### config.mk
export PLATFORM = sky130hd
export DESIGN_NAME = serial_adder
export DESIGN_NICKNAME = d
export VERILOG_FILES = /design/src/rtl/serial_adder.sv
export SDC_FILE = /design/constraint.sdc
export NUM_CORES = 1
export LEC_CHECK = 0
export ABC_AREA = 1
export CORE_MARGIN = 2
export CORE_UTILIZATION = 43
export CTS_CLUSTER_SIZE = 40
export DETAILED_ROUTE_END_ITERATION = 16
export PLACE_DENSITY = 0.7
export SKIP_LAST_GASP = 1
export SYNTH_ARGS = -nofsm -noshare
export SYNTH_HDL_FRONTEND = slang
export SYNTH_SLANG_ARGS = --single-unit
### constraint.sdc
create_clock -name clk -period 2.1 [get_ports clk]
set_clock_uncertainty 0.15 [all_clocks]
set_input_delay 0.42 -clock clk [delete_from_list [all_inputs] [get_ports clk]]
set_output_delay 0.42 -clock clk [all_outputs]
set_load 0.01 [all_outputs]
### src/rtl/serial_adder.sv
// Bit-serial adder: captures a, b and cin, adds one bit per clock LSB first, then holds the result until it is consumed.
// Define SERIAL_ADDER_OVF_EN to add the ovf output, which flags signed two's-complement overflow.
module serial_adder #(
    parameter int WIDTH = 8
) (
    input  logic             clk,
    input  logic             rst,
    input  logic             in_valid,
    output logic             in_ready,
    input  logic [WIDTH-1:0] a,
    input  logic [WIDTH-1:0] b,
    input  logic             cin,
    output logic             out_valid,
    input  logic             out_ready,
    output logic [WIDTH-1:0] sum,
`ifdef SERIAL_ADDER_OVF_EN
    output logic             cout,
    output logic             ovf
`else
    output logic             cout
`endif
);

    localparam int CNT_W = (WIDTH > 1) ? $clog2(WIDTH) : 1;
    localparam logic [CNT_W-1:0] LAST_BIT = CNT_W'(WIDTH - 1);

    typedef enum logic [1:0] {
        IDLE = 2'd0,
        RUN  = 2'd1,
        DONE = 2'd2
    } state_t;

    state_t           state_r;
    state_t           state_nxt_s;
    logic [WIDTH-1:0] a_sh_r;
    logic [WIDTH-1:0] b_sh_r;
    logic             carry_r;
    logic [CNT_W-1:0] cnt_r;
    logic             bit_s;
    logic             carry_nxt_s;
    logic             last_s;
    logic             accept_s;

    function automatic logic fa_sum(input logic x, input logic y, input logic c);
        return x ^ y ^ c;
    endfunction

    function automatic logic fa_carry(input logic x, input logic y, input logic c);
        return (x & y) | (c & (x | y));
    endfunction

    assign bit_s       = fa_sum(a_sh_r[0], b_sh_r[0], carry_r);
    assign carry_nxt_s = fa_carry(a_sh_r[0], b_sh_r[0], carry_r);
    assign last_s      = (cnt_r == LAST_BIT);
    assign accept_s    = in_valid && in_ready;

    // State register
    always_ff @(posedge clk) begin
        if (rst) begin
            state_r <= IDLE;
        end else begin
            state_r <= state_nxt_s;
        end
    end

    // Next-state logic
    always_comb begin
        state_nxt_s = state_r;
        case (state_r)
            IDLE: begin
                if (in_valid) begin
                    state_nxt_s = RUN;
                end else begin
                    state_nxt_s = IDLE;
                end
            end
            RUN: begin
                if (last_s) begin
                    state_nxt_s = DONE;
                end else begin
                    state_nxt_s = RUN;
                end
            end
            DONE: begin
                if (out_ready) begin
                    state_nxt_s = IDLE;
                end else begin
                    state_nxt_s = DONE;
                end
            end
            default: state_nxt_s = IDLE;
        endcase
    end

    // Handshake outputs decoded straight from the state flop
    always_comb begin
        in_ready  = 1'b0;
        out_valid = 1'b0;
        case (state_r)
            IDLE:    in_ready  = 1'b1;
            DONE:    out_valid = 1'b1;
            default: begin
                in_ready  = 1'b0;
                out_valid = 1'b0;
            end
        endcase
    end

    // Operand shifters, carry, bit counter and result registers
    always_ff @(posedge clk) begin
        if (rst) begin
            a_sh_r  <= '0;
            b_sh_r  <= '0;
            carry_r <= 1'b0;
            cnt_r   <= '0;
            sum     <= '0;
            cout    <= 1'b0;
        end else begin
            case (state_r)
                IDLE: begin
                    if (accept_s) begin
                        a_sh_r  <= a;
                        b_sh_r  <= b;
                        carry_r <= cin;
                        cnt_r   <= '0;
                    end
                end
                RUN: begin
                    sum     <= {bit_s, sum[WIDTH-1:1]};
                    a_sh_r  <= {1'b0, a_sh_r[WIDTH-1:1]};
                    b_sh_r  <= {1'b0, b_sh_r[WIDTH-1:1]};
                    carry_r <= carry_nxt_s;
                    // Counter parks at the last bit so it never wraps inside RUN
                    if (last_s) begin
                        cout <= carry_nxt_s;
                    end else begin
                        cnt_r <= cnt_r + CNT_W'(1);
                    end
                end
                default: begin
                    cnt_r <= cnt_r;
                end
            endcase
        end
    end

`ifdef SERIAL_ADDER_OVF_EN
    // Signed overflow: carry into the MSB differs from carry out of it
    always_ff @(posedge clk) begin
        if (rst) begin
            ovf <= 1'b0;
        end else if ((state_r == RUN) && last_s) begin
            ovf <= carry_r ^ carry_nxt_s;
        end else begin
            ovf <= ovf;
        end
    end
`endif

endmodule

# Word level (Yosys, flattened, before mapping)
# Cells that the tools add are included.
# word_totals
inputBits	21
out_inout_bits	11
ff_bits	31
# op_classes
add_sub_neg	1
n_reduce_logical	6
mux	15
bitwise	6
n_eq_ne	5
# ops
cell	n
case mux 8 bit (2 select lines)	2
2-to-1 mux 8 bit	2
2-to-1 mux 3 bit	2
case mux 2 bit (3 select lines)	1
case mux 3 bit (2 select lines)	1
2-to-1 mux 1 bit	4
2-to-1 mux 2 bit	2
!= test 2 bit (second input constant)	2
AND reduction 2 bit	2
adder 3 x 1 -> 3 bit (second input constant)	1
equality test 3 bit (second input constant)	1
AND reduction 3 bit	1
bitwise AND 1 bit	2
equality test 2 x 1 -> 1 bit (second input constant)	1
equality test 2 bit (second input constant)	1
zero test 2 bit	1
OR 1 bit	2
case mux 1 bit (2 select lines)	1
nonzero test 2 bit	1
XOR 1 bit	2
logical AND 1 bit	1

# Longest topological paths before layout
# logic_depth
word_depth	5
ltp_mapped	7
ltp_nobuf	6

# Least setup slack after synthesis
# OpenSTA, ideal clock, no wires.
# synth_path
kind	register to register
from	register cnt_r[0]
to	register cnt_r[1]
slack_ps	801
synth_period_minus_slack_ps	1299
path_stages_with_launch	7
arrival_ps	1036
required_time_ps	1837
path_cell_list	dfxtp_1 -> ha_1 -> ha_1 -> a21oi_1 -> nand2_1 -> nor2_1 -> nor2_1
# synth_between
elab_chain_cells	3
word_cells_on_any_way	6
cone_classes	add/sub: 1; eq/ne: 2; mux: 2; reduce/logical: 1
# synth_rtl
item	line_no	rtl
from (decl)	38	logic [CNT_W-1:0] cnt_r;
from (signal assigned)	137	cnt_r <= cnt_r + CNT_W'(1);
from (signal assigned)	141	cnt_r <= cnt_r;
adder 3 x 1 -> 3 bit or equality test 3 bit (tied branches)	137, 54	
2-to-1 mux 3 bit or != test 2 bit (tied branches)	-	
case mux 3 bit (2 select lines) or AND reduction 3 bit (tied branches)	-	
# Parallel ways exist; a longest one is shown, timed or not. The select of a mux whose other input is x is not followed.
# A chain may end at the register's enable or synchronous reset.

# Final worst setup path
# layout_path
from	register state_r[0]
to	output port in_ready
# layout_between
elab_chain_cells	2
# layout_rtl
item	line_no	rtl
from (decl)	33	state_t state_r;
from (signal assigned)	62	state_r <= state_nxt_s;
zero test 2 bit	99	case (state_r)
2-to-1 mux 1 bit	99	
to (decl)	9	output logic in_ready,
# No other way between the ends.

==> metrics.txt <==
sequential-to-total area share from yosys stat=0.422; P_leak=0.943 nW; Yosys reg bits=31; RD Place Congestion=0.793; CTS buffer count=5; Reg clk slew, reported paths=0.10 ns; number of remaining DRC errors=0; Final Cell Area=1950 um2; syn nets=258; global route overflow=0; clk_lat worst skew=0.33 ns; worst hold path type=reg2reg; fin nets=292; worst-path cell chain=nor2_2 -> clkdlybuf4s50_1; DRT iter0 DRCs=124; Syn Area/Cell=6.29 um2; Area after DPL=1850 um2; Fmax achieved=0.505 GHz; final worst path period share=0.944; initial standard-cell utilization of the core=0.444; Layout area overhead=32.3%; min cycle time layout=1.98 ns; CTS tree=built; num rows=21; routed len/inst=9.06 um; chip width=62.5 um; commonest non-fill, non-tap cells in the layout=87 x nand2_1, 56 x nor2_1, 30 x dfxtp_1, 30 x clkdlybuf4s50_1, 24 x inv_1; htree depth=2; largest net degree at the start of global routing=33; Worst path top cell family by delay=buffers and inverters; DR WL met3=111 um; cell area power density=724 nW/um2; drt pass-1 iters=4; PostCTS Resize Cnt=1; fill count=335; Post-CTS Setup Bufs=0; final worst setup slack=0.118 ns; outcome=complete, no violations; Sink Count=31; IR drop worst, VDD=0.000447 V; CP max stage delay=0.55 ns; share of cells above drive strength 1=0.0706; Rel. slew slack=0.676; DP Wirelength=1940 um; Setup CP Type=reg2out; Inserted Diodes=0; pre-CTS WS=0.323 ns; WP data arrival=1.41 ns; IO Count=32; Crit. End Element=output pin; crit start category=register; CP Max Fanout=7; met2 wire len=1360 um; DRT antenna net count=0; Syn Std Cell Area=1470 um2; final WL=2850 um; final setup vio count=0; RSZ-0062 raised after global routing=no; Slew @ Worst Pin=0.485 ns; synth warn=0; Slew Limit Fails=0; via count=1363; post-synth cell types=17; Power Total=1.41 mW; TNS Setup=0 ns; most common cell after layout, fill and taps aside=nand2_1; All-Layer GR Usage=0.167; Final Hold Vio Count=0; CP max-delay cell=clkdlybuf4s50_1; Die Ht=62.5 um; WP buf/inv=1; via/cell ratio=4.33; vias in the first global route=1183; Die ar.=3910 um2; # hold bufs at CTS=0; MaxCap Viol Count=0; first-pass GRT wire length=5200 um; CTS Root Cell=clkbuf_4; CP required=1.53 ns; Core ar.=3310 um2; I/O Buffers=31; Cells after Synth=234; antenna violations before repair=0; Max clock buf depth=2; M1 WL=1360 um; top sig layer=met4
## sequential cells by signal, indices dropped and copies added (netlist names)
register / flops
a_sh_r: 8
b_sh_r: 8
carry_r: 1
cnt_r: 3
cout: 1
state_r: 2
sum: 8
## cells by family after synthesis
logic type,synth area share
simple gates,0.401
buf+inv,0.0961
flops,0.422
compound gates,0.0502
fa+ha+maj,0.0306
## Yosys cell counts
| library cell | number | area share |
|---|---|---|
| nand2_1 | 87 | 0.22 |
| nor2_1 | 57 | 0.15 |
| dfxtp_1 | 31 | 0.42 |
| inv_1 | 24 | 0.061 |
| o21ai_0 | 8 | 0.027 |
| a21oi_1 | 5 | 0.017 |
| buf_2 | 5 | 0.017 |
| nand3_1 | 5 | 0.017 |
| buf_4 | 2 | 0.010 |
| clkbuf_1 | 2 | 0.0051 |
| ha_1 | 2 | 0.017 |
| fa_1 | 1 | 0.014 |
| inv_2 | 1 | 0.0025 |
| nand2_2 | 1 | 0.0043 |
| nand3b_1 | 1 | 0.0051 |
| nor2_4 | 1 | 0.0077 |
| o21ai_2 | 1 | 0.0060 |
## final cells by class
type	count	area, um2	share of cell area
clock inverter	2	35.0	0.0180
tap	46	57.6	0.0296
clock buffer	6	51.3	0.0263
inverter	25	93.8	0.0482
sequential	31	622	0.319
multi-input combinational	169	712	0.366
timing repair buffer	36	375	0.193
## power by group
part	internal, mW	switching (mW)	total (mW)
clock	0.281	0.209	0.491
sequential	0.634	0.0273	0.661
combinational	0.128	0.130	0.258
total	1.04	0.366	1.41
## through the flow
| step | hold slack [ns] | utilization | cells |
|---|---|---|---|
| CTS | 0.315 | 0.587 | 315 |
| detailed placement | 0.303 | 0.560 | 307 |
| global placement | 0.302 | 0.560 | 307 |
| finish | 0.313 | 0.588 | 315 |
| floorplan | 0.284 | - | 234 |
| global route | 0.333 | 0.588 | 315 |
## tightest hold or removal path, delay by kind of cell, from the launching register on
kind	cells	cell delay (ns)
DFF	1	0.32
AOI/OAI and AO/OA	1	0.05
and+or+nand+nor	1	0.06
## per-layer routing
layer	GRT usage	vias to the layer above
li1	-	765
met1	0.214	569
met2	0.261	26
met3	0.0414	3
met4	0.0889	0
met5	0	-
## worst paths after layout
| check | startpoint | to | slack (ns) | cells past startpoint |
|---|---|---|---|---|
| setup / recovery | state_r[0] | in_ready | 0.12 | 2 |
| hold / removal | b_sh_r[7] | b_sh_r[7] | 0.31 | 2 |
| setup reg to reg | state_r[0] | sum[2] | 0.58 | 5 |
| hold reg to reg | b_sh_r[7] | b_sh_r[7] | 0.31 | 2 |
(Power assumes the default switching activity.)
